### src/rtl/out_port_ctrl.sv
// Per-output port controller: requests a grant from this output's arbiter, latches it,
// and forwards one packet from the granted input through a registered valid/ready stage.
module out_port_ctrl #(
   parameter logic [1:0] OUT_ID      = 2'd0,
   parameter int         DATA_W      = 8,
   parameter int         MAX_LEN     = 64,
   parameter int         ARB_TIMEOUT = 4
) (
   input  logic                  clk,
   input  logic                  reset,
   input  logic [3:0]            requests,
   input  logic [7:0]            address,
   input  logic [2:0]            arbiter_answer,
   input  logic                  ArbR,
   output logic [2:0]            STATE,
   input  logic [4*DATA_W-1:0]   in_data,
   input  logic [3:0]            in_valid,
   input  logic [3:0]            in_last,
   output logic [3:0]            in_ready,
   output logic [DATA_W-1:0]     out_data,
   output logic                  out_valid,
   output logic                  out_last,
   input  logic                  out_ready,
   output logic [15:0]           pkt_count,
   output logic                  trunc_err
);

   typedef enum logic [2:0] {
      IDLE = 3'b000,
      ARB  = 3'b001,
      XFER = 3'b010,
      DONE = 3'b011
   } state_t;

   localparam logic [7:0] MAX_LEN_C  = 8'(MAX_LEN);
   localparam logic [3:0] ARB_LAST_C = 4'(ARB_TIMEOUT - 1);

   state_t              state_q, state_d;
   logic [1:0]          grant_q, grant_d;
   logic [7:0]          beat_cnt_q, beat_cnt_d;
   logic [3:0]          arb_timer_q, arb_timer_d;
   logic [DATA_W-1:0]   out_data_q, out_data_d;
   logic                out_valid_q, out_valid_d;
   logic                out_last_q, out_last_d;
   logic [15:0]         pkt_count_q, pkt_count_d;
   logic                trunc_err_q, trunc_err_d;

   logic                req_pending;
   logic                accept;
   logic                beat_take;
   logic                sel_last;
   logic [DATA_W-1:0]   sel_data;
   logic [7:0]          beat_next;
   logic                trunc_hit;

   always_comb begin
      req_pending = 1'b0;
      for (int i = 0; i < 4; i++) begin
         if (requests[i] && (address[2*i +: 2] == OUT_ID)) begin
            req_pending = 1'b1;
         end
      end
   end

   // The output register can take a new beat when empty or draining this cycle.
   assign accept    = out_ready | ~out_valid_q;
   assign sel_data  = in_data[DATA_W*grant_q +: DATA_W];
   assign sel_last  = in_last[grant_q];
   assign beat_take = (state_q == XFER) && in_valid[grant_q] && accept;
   assign beat_next = beat_cnt_q + 8'd1;
   assign trunc_hit = !sel_last && (beat_next == MAX_LEN_C);
   assign in_ready  = ((state_q == XFER) && accept) ? (4'b0001 << grant_q) : 4'b0000;

   always_comb begin
      state_d     = state_q;
      grant_d     = grant_q;
      beat_cnt_d  = beat_cnt_q;
      arb_timer_d = arb_timer_q;
      out_data_d  = out_data_q;
      out_valid_d = out_valid_q;
      out_last_d  = out_last_q;
      pkt_count_d = pkt_count_q;
      trunc_err_d = trunc_err_q;

      if (beat_take) begin
         out_data_d  = sel_data;
         out_valid_d = 1'b1;
         out_last_d  = sel_last | trunc_hit;
      end else if (out_ready) begin
         out_valid_d = 1'b0;
         out_last_d  = 1'b0;
      end

      case (state_q)
         IDLE: begin
            arb_timer_d = 4'd0;
            if (req_pending) begin
               state_d = ARB;
            end
         end
         ARB: begin
            // A grant beats a timeout that expires in the same cycle.
            if (ArbR && !arbiter_answer[2]) begin
               grant_d    = arbiter_answer[1:0];
               beat_cnt_d = 8'd0;
               state_d    = XFER;
            end else if (arb_timer_q == ARB_LAST_C) begin
               state_d = IDLE;
            end else begin
               arb_timer_d = arb_timer_q + 4'd1;
            end
         end
         XFER: begin
            if (beat_take) begin
               beat_cnt_d = beat_next;
               if (sel_last || trunc_hit) begin
                  state_d = DONE;
               end
               if (trunc_hit) begin
                  trunc_err_d = 1'b1;
               end
            end
         end
         DONE: begin
            pkt_count_d = pkt_count_q + 16'd1;
            state_d     = IDLE;
         end
         default: begin
            state_d = IDLE;
         end
      endcase
   end

   always_ff @(posedge clk) begin
      if (reset) begin
         state_q     <= IDLE;
         grant_q     <= 2'd0;
         beat_cnt_q  <= 8'd0;
         arb_timer_q <= 4'd0;
         out_data_q  <= '0;
         out_valid_q <= 1'b0;
         out_last_q  <= 1'b0;
         pkt_count_q <= 16'd0;
         trunc_err_q <= 1'b0;
      end else begin
         state_q     <= state_d;
         grant_q     <= grant_d;
         beat_cnt_q  <= beat_cnt_d;
         arb_timer_q <= arb_timer_d;
         out_data_q  <= out_data_d;
         out_valid_q <= out_valid_d;
         out_last_q  <= out_last_d;
         pkt_count_q <= pkt_count_d;
         trunc_err_q <= trunc_err_d;
      end
   end

   assign STATE     = state_q;
   assign out_data  = out_data_q;
   assign out_valid = out_valid_q;
   assign out_last  = out_last_q;
   assign pkt_count = pkt_count_q;
   assign trunc_err = trunc_err_q;

endmodule

### config.mk
export PLATFORM = sky130hd
export DESIGN_NAME = out_port_ctrl
export DESIGN_NICKNAME = d
export VERILOG_FILES = /design/src/rtl/out_port_ctrl.sv
export SDC_FILE = /design/constraint.sdc
export NUM_CORES = 1
export LEC_CHECK = 0
export ABC_AREA = 1
export CAP_MARGIN = 20
export CELL_PAD_IN_SITES_DETAIL_PLACEMENT = 1
export CELL_PAD_IN_SITES_GLOBAL_PLACEMENT = 2
export CORE_MARGIN = 2
export CORE_UTILIZATION = 20
export CTS_CLUSTER_SIZE = 30
export DETAILED_ROUTE_END_ITERATION = 8
export MAX_ROUTING_LAYER = met4
export PLACE_DENSITY = 0.71
export SLEW_MARGIN = 0
export SYNTH_ARGS = -nofsm -noshare
export SYNTH_HDL_FRONTEND = slang
export SYNTH_SLANG_ARGS = --single-unit
### constraint.sdc
create_clock -name clk -period 1.35 [get_ports clk]
set_input_delay 0.405 -clock clk [delete_from_list [all_inputs] [get_ports clk]]
set_output_delay 0.405 -clock clk [all_outputs]
set_load 0.005 [all_outputs]
==> impl_metrics.tcl <==
set metrics [dict create \
    critical_path.max_fanout 4 \
    hold_ws_ps 458 \
    clock_skew_ps 4.49 \
    yosys.area.top_type "dfxtp_1" \
    area_growth_pct 95.3 \
    crit_start "out_valid" \
    violations "negative setup slack" \
    netlist_area_sq_mm 0.00236 \
    fin_area_sq_mm 0.00461 \
    die_h_um 113 \
    clock_latency_ps 280 \
    rr_startpoint "beat_cnt_q[1]" \
    core_sq_mm 0.0115 \
    grt_max_degree 13 \
    worstPathRequired_ps 950 \
    synthTopCellsByArea "dfxtp_1, nand2_1, nor2_1" \
    dr_total_vias 2870 \
    num-fill-cells 1351 \
    cts_tree "yes" \
    power_density_mw_per_mm2 725 \
    vias_per_cell 4.45 \
    yosys.area.top_type_share_pct 36.5 \
    overflow 0 \
    setup_ws_ps -260 \
    ys_seq_elements 43 \
    leakage_nw 1.89 \
    seqCellArea_sq_um 911 \
    worst-endpoint-arrival_ps 1200 \
    status "finished with violations" \
    root_buffer "clkbuf_16" \
    holdCritStartpoint "trunc_err" \
    crit_path_end_kind "output port" \
    synth_area_per_cell_sq_um 6.94 \
    cts_max_level 2 \
    synth-async-reset-ratio_pct 0 \
    path_class "register to output port" \
    routabilityCongestion 0.765 \
    drc 0 \
    antenna_found_initial 0 \
    cts_buffer_depth 2 \
    track_usage_pct 14.9 \
    drt-initial-drc-count 69 \
    ys_types 36 \
    hold_violations 0 \
    synth_fp_nets 403 \
    row_count 39 \
    io_pins 93 \
    grt_pass1_wl_mm 15.0 \
    r2r_setup_slack_ps -90 \
    rsz0062_at_grt "yes" \
    syn_inst 340 \
    yosysWarnings 0 \
    cts.sinks 43 \
    reg2reg_to "STATE[0]" \
    maxCapViolCount 0 \
    routed_wl_mm 9.13 \
    startpoint_type "register" \
    drive_above_1_share_pct 43.0 \
    multiInputGateArea_sq_mm 0.00173 \
    hpwl_mm 6.63 \
    final_nets 565 \
    finalSetupViolations 26 \
    worst_hold_path_type "register to register" \
    holdPathEnd "trunc_err" \
    dpl_cell_area_sq_mm 0.00380 \
    dr.pass1.iters 4 \
    clkTransAtPathRegs_ps 60 \
    io_buffers 91 \
    vdd_drop_max_v 0.000395 \
    power.total_mw 3.34 \
    rr_worst_depth 9 \
    min_period_over_period_pct 119 \
    wire_per_inst_um 14.2 \
    fmax_mhz 621 \
    yosysSeqAreaShare_pct 36.5 \
    synth_edf_count 0 \
    whs_path_depth 2 \
    numCtsBuffers 5 \
    antenna_cells 0 \
    cts_hold_buf 0 \
    dieArea_sq_mm 0.0127 \
    die_w_um 113 \
    slew_violations 0 \
    finalCriticalPeriod_ps 1610 \
    synthFlopType "dfxtp_1" \
    ant_nets 0 \
    start_util_pct 20.6 \
    grt_pass1_vias 3133 \
]
==> layer usage <==
| metal | track usage [%] | share of wire [%] |
|---|---|---|
| met3 | 2.86 | 4.2 |
| met1 | 18.2 | 44 |
| met2 | 25.7 | 51 |
| met5 | - | 0 |
| met4 | 2.93 | 0.87 |
==> final cells by class <==
class	count	share of cell area [%]
multi-input combinational	249	37.6
timing repair buffer	162	31.3
sequential	43	19.8
tap	143	3.88
inverter	39	3.72
clock buffer	6	3.01
timing repair inverter	2	0.598
clock inverter	1	0.109
==> critical path, stage by stage, from the launching register on <==
cell and delay (ps):
dfxtp_2 320, inv_2 60, nor2_4 40, nor2_4 150, inv_4 60, nor3_2 130, buf_2 140
==> layout by cell type (no fill, tap or decap), types with 2 or more instances in the layout <==
cell type	n
a21oi_1	18
a21oi_2	6
a22oi_1	8
a41oi_2	7
buf_12	2
buf_2	8
buf_4	55
buf_6	15
clkbuf_16	5
clkdlybuf4s15_1	3
clkdlybuf4s50_1	51
dfxtp_1	15
dfxtp_2	22
dfxtp_4	6
dlygate4sd2_1	27
ha_4	3
inv_1	29
inv_2	5
inv_4	3
nand2_1	67
nand2_2	16
nand2_4	3
nand3_1	10
nand3_2	10
nand3_4	2
nand4_1	3
nor2_1	31
nor2_2	8
nor2_4	10
nor3_1	4
nor3_2	4
nor3_4	2
o21ai_0	8
o21ai_1	2
o21ai_2	5
o21ai_4	5
xor2_1	4
==> cells in the mapped netlist (2+ instances only) <==
master	count
nor2_4	2
nand3_1	21
ha_1	4
nor2_1	40
a41oi_1	8
nand4_1	3
dfxtp_1	43
inv_4	2
o21ai_0	13
inv_1	35
a22oi_1	9
clkbuf_1	4
a21oi_1	23
o21ai_1	6
nor2_2	7
buf_6	2
xor2_1	4
nand2_2	5
buf_4	3
nor3_1	9
nand2_1	81
xnor2_1	2
==> where the power goes <==
group	internal [mW]	leakage, nW	switching, mW
clock	0.723	0.0727	0.504
combinational	0.409	1.45	0.364
sequential	1.30	0.363	0.0382
==> stage by stage <==
stage / setup slack [ps] / utilization, % / cells / setup TNS, ps
finish: -260 / 40.2 / 645 / -2030
global route: -324 / 40.2 / 645 / -4580
CTS: -239 / 37.8 / 640 / -2160
detailed placement: -986 / 33.1 / 618 / -17070
global placement: -957 / 33.1 / 618 / -16210
floorplan: 4.94 / - / 340 / 0
==> worst max-delay path by stage <==
stage                     to  slack (ps)  cells after the start
6_report         in_ready[1]        -260                      6
5_1_grt          in_ready[1]        -320                      6
4_1_cts          in_ready[2]        -240                      6
3_5_place_dp     in_ready[2]        -990                      6
3_3_place_gp     in_ready[0]        -960                      6
2_1_floorplan  pkt_count[14]           5                      8
==> state kept, by name (all words and copies together) (netlist names) <==
name         flops
pkt_count       16
beat_cnt_q       8
out_data         8
arb_timer_q      4
STATE            2
grant_q          2
out_last         1
out_valid        1
trunc_err        1
==> cell families (layout without fill, tap and decap cells) <==
logic type | count (synthesis) | after routing | share of synthesized area (%)
buffers and inverters | 48 | 210 | 9.02
other | 1 | 1 | 0.159
AO/OA/AOI/OAI | 63 | 63 | 16.3
XOR/XNOR | 6 | 6 | 2.23
flip-flops | 43 | 43 | 36.5
AND/OR/NAND/NOR | 175 | 175 | 33.7
adder cells (fa/ha/maj) | 4 | 4 | 2.12
==> repair_timing <==
action                                  4_1_cts  5_1_grt
endpoints found under the setup margin       67       39
resized for setup                           168       60
cloned                                        2        0
setup buffers                                14        5
pin swaps                                    38       36
Power figures use the tool's default switching activity.
